$ cat src/rtl/vlsu_pkg.sv
// Shared types for the matrix load/store units: sequential entry buffer,
// per-beat transaction control and the final-beat helper.
package vlsu_pkg;

    localparam int unsigned VlsuNrExits      = 4;
    localparam int unsigned VlsuDlen         = 64;
    localparam int unsigned VlsuAxiDataWidth = 128;
    localparam int unsigned VlsuAxiAddrWidth = 64;
    localparam int unsigned VlsuRmnBeatWidth = 8;
    localparam int unsigned VlsuLaneNbs      = (VlsuDlen / 4) * VlsuNrExits;
    localparam int unsigned VlsuBusNibbles   = VlsuAxiDataWidth / 4;
    localparam int unsigned VlsuBusNSize     = $clog2(VlsuBusNibbles);

    typedef struct packed {
        logic [4*VlsuLaneNbs-1:0] nb;
        logic [VlsuLaneNbs-1:0]   en;
    } seq_buf_t;

    typedef struct packed {
        logic [VlsuAxiAddrWidth-1:0] addr;
        logic                        is_head;
        logic [VlsuRmnBeatWidth-1:0] rmn_beat;
        logic [VlsuBusNSize:0]       lbn;
        logic                        is_final_txn;
    } txn_ctrl_t;

    typedef enum logic [1:0] {
        S_IDLE   = 2'd0,
        S_SERIAL = 2'd1,
        S_GATHER = 2'd2
    } seq_state_e;

    function automatic logic isFinalBeat(input txn_ctrl_t c);
        return c.is_final_txn && (c.rmn_beat == '0);
    endfunction

endpackage

$ cat src/rtl/CircularQueuePtrTemplate.sv
// Flag+value circular queue pointer; the flag toggles on each wrap so that
// equal values distinguish full (flags differ) from empty (flags equal).
module CircularQueuePtrTemplate #(
    parameter  int unsigned ENTRIES = 2,
    localparam int unsigned PtrW    = (ENTRIES > 1) ? $clog2(ENTRIES) : 1
) (
    input  logic            clk_i,
    input  logic            rst_ni,
    input  logic            inc_i,
    output logic            flag_o,
    output logic [PtrW-1:0] value_o
);

    logic            flag_q, flag_d;
    logic [PtrW-1:0] value_q, value_d;

    always_comb begin
        flag_d  = flag_q;
        value_d = value_q;
        if (inc_i) begin
            if (value_q == PtrW'(ENTRIES - 1)) begin
                value_d = '0;
                flag_d  = ~flag_q;
            end else begin
                value_d = value_q + 1'b1;
            end
        end
    end

    always_ff @(posedge clk_i or negedge rst_ni) begin
        if (!rst_ni) begin
            flag_q  <= 1'b0;
            value_q <= '0;
        end else begin
            flag_q  <= flag_d;
            value_q <= value_d;
        end
    end

    assign flag_o  = flag_q;
    assign value_o = value_q;

endmodule

$ cat src/rtl/m_sequential_load.sv
// Matrix sequential load: extracts the valid nibble window of each AXI R beat
// and packs it contiguously into lane-entry buffers for the ShuffleUnit.
module m_sequential_load
    import vlsu_pkg::*;
#(
    parameter  int unsigned NrExits      = 4,
    parameter  int unsigned Dlen         = 64,
    parameter  int unsigned AxiDataWidth = 128,
    parameter  int unsigned AxiAddrWidth = 64,
    parameter  int unsigned RmnBeatWidth = 8,
    localparam int unsigned LaneNbs      = (Dlen / 4) * NrExits,
    localparam int unsigned busNibbles   = AxiDataWidth / 4,
    localparam int unsigned busNSize     = $clog2(busNibbles)
) (
    input  logic                    clk_i,
    input  logic                    rst_ni,
    input  logic                    axi_r_valid_i,
    output logic                    axi_r_ready_o,
    input  logic [AxiDataWidth-1:0] axi_r_data_i,
    input  logic                    axi_r_last_i,
    input  logic                    txn_ctrl_valid_i,
    output logic                    txn_ctrl_ready_o,
    input  logic [AxiAddrWidth-1:0] txn_addr_i,
    input  logic                    txn_is_head_i,
    input  logic [RmnBeatWidth-1:0] txn_rmn_beat_i,
    input  logic [busNSize:0]       txn_lbn_i,
    input  logic                    txn_is_final_txn_i,
    output logic                    tx_shfu_valid_o,
    input  logic                    tx_shfu_ready_i,
    output logic [4*LaneNbs-1:0]    tx_shfu_nb_o,
    output logic [LaneNbs-1:0]      tx_shfu_en_o
);

    localparam int unsigned BW = busNSize + 1;
    localparam int unsigned PW = $clog2(LaneNbs);
    localparam int unsigned SW = PW + 1;
    localparam int unsigned CW = (BW > SW) ? BW : SW;

    seq_state_e      state_q, state_d;
    logic [BW-1:0]   bus_nb_cnt_q, bus_nb_cnt_d;
    logic [PW-1:0]   seq_nb_ptr_q, seq_nb_ptr_d;
    seq_buf_t [1:0]  buf_q, buf_d;
    seq_buf_t        fill;

    txn_ctrl_t       ctrl;
    logic [BW-1:0]   lower, upper, bus_valid, start;
    logic [CW-1:0]   bv_ext, space_ext, ptr_ext, nr;
    logic            final_beat, commit, push, consume, pop;
    logic            enq_flag, deq_flag, enq_val, deq_val, empty, out_full;
    int unsigned     idx;

    always_comb begin
        ctrl.addr         = txn_addr_i;
        ctrl.is_head      = txn_is_head_i;
        ctrl.rmn_beat     = txn_rmn_beat_i;
        ctrl.lbn          = txn_lbn_i;
        ctrl.is_final_txn = txn_is_final_txn_i;
    end

    assign final_beat = isFinalBeat(ctrl);
    assign lower      = ctrl.is_head ? {1'b0, ctrl.addr[busNSize-1:0]} : '0;
    assign upper      = (ctrl.rmn_beat == '0) ? ctrl.lbn : BW'(busNibbles);
    assign bus_valid  = upper - lower - bus_nb_cnt_q;
    assign start      = lower + bus_nb_cnt_q;
    assign ptr_ext    = CW'(seq_nb_ptr_q);
    assign bv_ext     = CW'(bus_valid);
    assign space_ext  = CW'(LaneNbs) - ptr_ext;
    assign nr         = (bv_ext < space_ext) ? bv_ext : space_ext;

    assign empty    = (enq_flag == deq_flag) && (enq_val == deq_val);
    assign out_full = (enq_flag != deq_flag) && (enq_val == deq_val);
    assign commit   = (state_q == S_SERIAL) && axi_r_valid_i && txn_ctrl_valid_i && !out_full;
    assign pop      = !empty && tx_shfu_ready_i;

    // The entry under construction lives in the enqueue slot itself.
    always_comb begin
        fill = buf_q[enq_val];
        idx  = 0;
        for (int unsigned j = 0; j < LaneNbs; j++) begin
            if ((CW'(j) >= ptr_ext) && (CW'(j) < ptr_ext + nr)) begin
                idx = 32'(start) + j - 32'(seq_nb_ptr_q);
                fill.nb[4*j +: 4] = axi_r_data_i[4*idx[busNSize-1:0] +: 4];
                fill.en[j]        = 1'b1;
            end
        end
    end

    always_comb begin
        state_d      = state_q;
        bus_nb_cnt_d = bus_nb_cnt_q;
        seq_nb_ptr_d = seq_nb_ptr_q;
        push         = 1'b0;
        consume      = 1'b0;
        unique case (state_q)
            S_IDLE: begin
                if (txn_ctrl_valid_i) begin
                    state_d      = S_SERIAL;
                    bus_nb_cnt_d = '0;
                    seq_nb_ptr_d = '0;
                end
            end
            S_SERIAL: begin
                if (commit) begin
                    if (bv_ext > space_ext) begin
                        push         = 1'b1;
                        seq_nb_ptr_d = '0;
                        bus_nb_cnt_d = bus_nb_cnt_q + BW'(nr);
                    end else begin
                        consume      = 1'b1;
                        bus_nb_cnt_d = '0;
                        if ((bv_ext == space_ext) || final_beat) begin
                            push         = 1'b1;
                            seq_nb_ptr_d = '0;
                        end else begin
                            seq_nb_ptr_d = seq_nb_ptr_q + PW'(nr);
                        end
                        if (final_beat) begin
                            state_d = S_IDLE;
                        end
                    end
                end
            end
            default: state_d = S_IDLE;
        endcase
    end

    always_comb begin
        buf_d = buf_q;
        if (commit) begin
            buf_d[enq_val] = fill;
        end
        if (pop) begin
            buf_d[deq_val] = '0;
        end
    end

    always_ff @(posedge clk_i or negedge rst_ni) begin
        if (!rst_ni) begin
            state_q      <= S_IDLE;
            bus_nb_cnt_q <= '0;
            seq_nb_ptr_q <= '0;
            buf_q        <= '0;
        end else begin
            state_q      <= state_d;
            bus_nb_cnt_q <= bus_nb_cnt_d;
            seq_nb_ptr_q <= seq_nb_ptr_d;
            buf_q        <= buf_d;
        end
    end

    CircularQueuePtrTemplate #(.ENTRIES(2)) u_enq_ptr (
        .clk_i   (clk_i),
        .rst_ni  (rst_ni),
        .inc_i   (push),
        .flag_o  (enq_flag),
        .value_o (enq_val)
    );

    CircularQueuePtrTemplate #(.ENTRIES(2)) u_deq_ptr (
        .clk_i   (clk_i),
        .rst_ni  (rst_ni),
        .inc_i   (pop),
        .flag_o  (deq_flag),
        .value_o (deq_val)
    );

    assign axi_r_ready_o    = consume;
    assign txn_ctrl_ready_o = consume;
    assign tx_shfu_valid_o  = !empty;
    assign tx_shfu_nb_o     = empty ? '0 : buf_q[deq_val].nb;
    assign tx_shfu_en_o     = empty ? '0 : buf_q[deq_val].en;

    a_last_matches: assert property (@(posedge clk_i) disable iff (!rst_ni)
        consume |-> (axi_r_last_i == (ctrl.rmn_beat == '0)));

    a_window_ok: assert property (@(posedge clk_i) disable iff (!rst_ni)
        ((state_q == S_SERIAL) && txn_ctrl_valid_i) |->
        ((bus_valid <= BW'(busNibbles)) && (upper <= BW'(busNibbles)) && (ctrl.lbn != '0)));

endmodule

$ cat config.mk
export PLATFORM = sky130hd
export DESIGN_NAME = m_sequential_load
export DESIGN_NICKNAME = d
export VERILOG_FILES = /design/src/rtl/vlsu_pkg.sv /design/src/rtl/CircularQueuePtrTemplate.sv /design/src/rtl/m_sequential_load.sv
export SDC_FILE = /design/constraint.sdc
export NUM_CORES = 2
export LEC_CHECK = 0
export BUFFER_PORTS_ARGS = -buffer_cell sky130_fd_sc_hd__buf_2
export CORE_UTILIZATION = 37
export CTS_CLUSTER_DIAMETER = 100
export DETAILED_ROUTE_END_ITERATION = 6
export GPL_ROUTABILITY_DRIVEN = 0
export SKIP_CTS_REPAIR_TIMING = 1
export SLEW_MARGIN = 20
export SYNTH_ARGS = -nofsm -noshare
export SYNTH_HDL_FRONTEND = slang
export SYNTH_SLANG_ARGS = --single-unit
$ cat constraint.sdc
create_clock -name clk_i -period 6.65 [get_ports clk_i]
set_input_delay 1.33 -clock clk_i [delete_from_list [all_inputs] [get_ports clk_i]]
set_output_delay 1.33 -clock clk_i [all_outputs]
set_load 0.1 [all_outputs]
# --- Word level (Yosys, flattened, before mapping) ---
# Index checks and enable logic that the tools add are counted.
op_classes:
  reduce_logical: 83
  n_shift: 64
  n_mux: 166
  n_eq_ne: 9
  n_bitwise: 4
  addsub: 136
  order_cmp: 134
op_table:
  columns: ["cell", "count"]
  rows:
  - ["indexed part select 128 x 8 -> 4 bit", 64]
  - ["2-to-1 mux 320 bit", 6]
  - ["2-to-1 mux 640 bit", 2]
  - ["bitwise AND 640 bit", 1]
  - ["bitwise mux 640 bit", 1]
  - ["demux 320 bit (select 1 bit)", 2]
  - ["inverter 640 bit", 1]
  - ["subtractor 5 bit", 64]
  - ["2-to-1 mux 256 bit", 1]
  - ["2-to-1 mux 4 bit", 64]
  - ["< comparator 6 x 7 -> 1 bit, first input constant", 32]
  - [">= comparator 6 bit, first input constant", 32]
  - ["adder 5 bit, second input constant", 32]
  - ["< comparator 5 x 7 -> 1 bit, first input constant", 16]
  - [">= comparator 5 x 6 -> 1 bit, first input constant", 16]
  - ["adder 5 x 4 -> 5 bit, second input constant", 16]
  - ["logical AND 1 bit", 73]
  - ["2-to-1 mux 1 bit", 73]
  - ["2-to-1 mux 64 bit", 1]
  - ["< comparator 4 x 7 -> 1 bit, first input constant", 8]
  - [">= comparator 4 x 6 -> 1 bit, first input constant", 8]
  - ["2-to-1 mux 6 bit", 7]
  - ["adder 5 x 3 -> 5 bit, second input constant", 8]
  - ["< comparator 3 x 7 -> 1 bit, first input constant", 4]
  - ["37 further kinds", 64]
totals:
  out_inout_bits: 323
  input_bits: 214
  regBits: 658
  wordCells: 607

# --- Longest topological paths before layout ---
logic_depth:
  word_depth: 14
  depth_mapped: 29
  ltp_nobuf: 27

# --- Cells and area by module ---
# A second synthesis with hierarchy kept.
unflattened:
  hier_cells: 4128
  area_unflattened_um2: 43195.2
by_module_without_submodules:
  columns: ["module", "area_per_inst_um2", "instances", "seq_area_each_um2", "cells_each"]
  rows:
  - ["m_sequential_load", 43052.5, 1, 16340.7, 4118]
  - ["CircularQueuePtrTemplate", 71.3, 2, 50.0, 5]

# --- Least setup slack after synthesis ---
# Ideal clock, no wire load.
synth_path:
  path_kind: "input-to-output"
  start: "input port txn_rmn_beat_i[1]"
  end: "output port txn_ctrl_ready_o"
  path_slack_ns: -1.393
  path_stages: 14
  arrival_time_ns: 6.713
  path_buffers: 1
  t_required_ns: 5.320
  cell_sequence: "or4_1 -> nor2_1 -> and2_1 -> fa_1 -> ha_1 -> nand3_1 -> o31ai_1 -> xor2_1 -> ha_1 -> o21ai_0 -> a21oi_1 -> o41a_1 -> a31oi_1 -> buf_4"
synth_via:
  elab_chain_cells: 8
synth_lines:
  columns: ["item", "line", "rtl"]
  rows:
  - ["from (decl)", "m_sequential_load.sv:25", "input logic [RmnBeatWidth-1:0] txn_rmn_beat_i,"]
  - ["zero test 8 bit", "m_sequential_load.sv:62", "assign upper = (ctrl.rmn_beat == '0) ? ctrl.lbn : BW'(busNibbles);"]
  - ["2-to-1 mux 6 bit", "m_sequential_load.sv:62", null]
  - ["subtractor 6 x 5 -> 6 bit", "m_sequential_load.sv:63", "assign bus_valid = upper - lower - bus_nb_cnt_q;"]
  - ["subtractor 6 bit", "m_sequential_load.sv:63", null]
  - ["> comparator 6 x 7 -> 1 bit", "m_sequential_load.sv:104", "if (bv_ext > space_ext) begin"]
  - ["2-to-1 mux 1 bit", "m_sequential_load.sv:104", null]
  - ["2-to-1 mux 1 bit", "m_sequential_load.sv:103", "if (commit) begin"]
  - ["2-to-1 mux 1 bit", "m_sequential_load.sv:94", "unique case (state_q)"]
  - ["to (decl)", "m_sequential_load.sv:22", "output logic txn_ctrl_ready_o,"]
# Every way passes these cells.

==> metrics <==
Critical Path RT 7.14 ns; Setup Crit Path Kind in2reg; total routing resource utilization after global routing 29.0%; count of unique library cells instantiated by Yosys 76; antenna violations before repair 9; slew at the pin closest to its max-slew limit 1.26 ns; leading cell types in the layout, fill and taps excluded dfrtp_1, nor2_1, mux2i_1; Post-Synthesis Cells 4312; initial core utilization 37.3%; First-pass DRT Iterations 6; number of inserted filler cells in the final layout 10800; number of placed I/O pins 537; final count of hold timing violations 0; Num Clock Sinks 657; final worst path period need 6.83 ns; Final setup violation count 225; synthesized net count 4604; count of input and output buffers 476; routed wire length per instance 27.0 µm; cell area after synthesis 43200 µm²; outcome complete, but fails checks; chip width 344 µm; portion of the post-synthesis area used by sequential elements 38.0%; clock slew at the register clock pins of the worst setup and hold paths 0.06 ns; Final Util 48.2%; die outline height 344 µm; Slew Limit Fails 0; number of nets in the final layout 5369; Yosys warning count 0; largest stage delay on the critical path 0.54 ns; clk_lat worst skew 0.65 ns; total number of placement rows 125; count of flip-flops with a built-in enable after synthesis 0; Maximum Capacitance Violations 0; proportion of register bits with asynchronous set or reset after synthesis 100%; wire length reported by the detailed router 180000 µm; pin count of the biggest net entering global routing 153; type of the most critical hold path reg2reg; Via-to-Cell Ratio 6.04; remaining antenna violation count 0; Die Footprint 118000 µm²; sum of net half-perimeters after detailed placement 132000 µm; arrival time of data at the critical path endpoint 7.32 ns; number of H-tree levels 3; global route total overflow 0; CTS tree built; count of vias placed by the detailed router 40300; Worst slew margin 16.2%; buffer levels on the longest clock path 3; Critical Path End Type flop; highest net fanout along the worst path 8; number of buffers added by the clock tree synthesis step 75; Avg Inst Size Synth 10.0 µm²; number of global-route vias before repair 37300; detailed-route DRC error count 0; most common cell after layout, fill and taps aside dfrtp_1; core area 116000 µm²; layout overhead on the synthesized area 29.4%; post-route fraction of the period consumed by the critical path 103%; flop and latch count out of synthesis 657; setup repair after global routing missed its margin yes; global-route wire length before repair 253000 µm; critical path's slowest cell or4_4; maximum operating frequency 147 MHz; iteration-0 DRC count of the detailed router 4671; violations in the final reports negative setup slack; worst-case clock skew 0.0394 ns; final worst setup slack -0.175 ns; cell at the root of the clock tree clkbuf_16; proportion of layout cells with a drive suffix above 1 33.2%; Critical Path Start Type input pin; predominant post-synthesis flop cell dfrtp_1
[routing by layer]
layer | global-route usage [%] | share of wire, %
met1 | 39.0 | 39
met2 | 45.1 | 45
met3 | 6.68 | 10
met4 | 11.6 | 4.9
met5 | 0 | 0.0067
[state kept, by name, summed over array words and instances, names as in the netlist]
register	cells
bus_nb_cnt_q	6
u_deq_ptr.flag_o	1
u_deq_ptr.value_o	1
u_enq_ptr.flag_o	1
buf_q	640
seq_nb_ptr_q	6
state_q	1
u_enq_ptr.value_o	1
[critical path, delay by kind of cell]
kind / cells / cell delay, ns
AND/OR/NAND/NOR: 9 / 1.56
XOR/XNOR: 1 / 0.22
buffers and inverters: 8 / 0.98
AO/OA/AOI/OAI: 9 / 1.54
adder cells (fa/ha/maj): 5 / 1.66
[cell type report]
type / count / area (µm²) / area share, %
multi-input cells: 3278 / 27400 / 49.0
flip-flops and latches: 657 / 16400 / 29.4
repair buffers: 992 / 7300 / 13.0
clock buffers: 110 / 2270 / 4.06
well taps: 1524 / 1910 / 3.41
clock inverters: 28 / 339 / 0.606
inverters: 73 / 274 / 0.490
diodes: 6 / 15.0 / 0.0268
[logic make-up after synthesis]
kind of cell	after synthesis	synth area share, %
AO/OA/AOI/OAI	1089	15.4
multiplexers	855	27.5
buffers and inverters	382	3.36
AND/OR/NAND/NOR	1182	11.5
XOR/XNOR	69	1.57
adder cells (fa/ha/maj)	78	2.62
flip-flops	657	38.0
[metrics by stage]
step | TNS, ns | worst slack [ns] | instance area [µm²] | hold WS, ns | instances
global route | -94.49 | -0.333 | 56000 | 0.510 | 6666
floorplan | -129.44 | -0.427 | 44100 | 0.462 | 4312
global placement | -427.79 | -0.881 | 51000 | 0.475 | 6427
finish | -10.40 | -0.175 | 56000 | 0.491 | 6668
detailed placement | -455.48 | -0.943 | 51000 | 0.484 | 6428
CTS | -44.74 | -0.308 | 53600 | 0.498 | 6566
[Yosys cell counts, drive strengths merged, types with 18 or more instances]
cell type / count / area share [%]
a211o: 18 / 0.36
a211oi: 114 / 2.0
a21o: 25 / 0.43
a21oi: 348 / 4.0
a22o: 26 / 0.53
a311oi: 28 / 0.57
a32o: 35 / 0.81
and2: 31 / 0.45
buf: 50 / 0.48
clkbuf: 259 / 2.2
dfrtp: 657 / 38
fa: 21 / 0.97
ha: 57 / 1.6
inv: 73 / 0.63
mux2: 62 / 1.6
mux2i: 532 / 12
mux4: 261 / 14
nand2: 253 / 2.2
nand3: 111 / 1.3
nor2: 639 / 5.6
nor3: 78 / 0.90
o211ai: 30 / 0.52
o21ai: 368 / 4.3
xnor2: 35 / 0.80
xor2: 32 / 0.67
[final timing paths]
path,start,end,slack (ns),cells past startpoint
worst min-delay path,buf_q[52],buf_q[52],0.49,2
max in group asynchronous,rst_ni,buf_q[604],4.67,2
worst min register to register,buf_q[52],buf_q[52],0.49,2
min in group asynchronous,rst_ni,buf_q[319],0.59,1
worst max register to register,bus_nb_cnt_q[0],buf_q[275],0.79,30
worst max-delay path,txn_rmn_beat_i[6],buf_q[275],-0.18,32
Power is left out: the tool's default activity adds up to more than one toggle a clock period on the data nets, which glitch-free logic cannot reach.
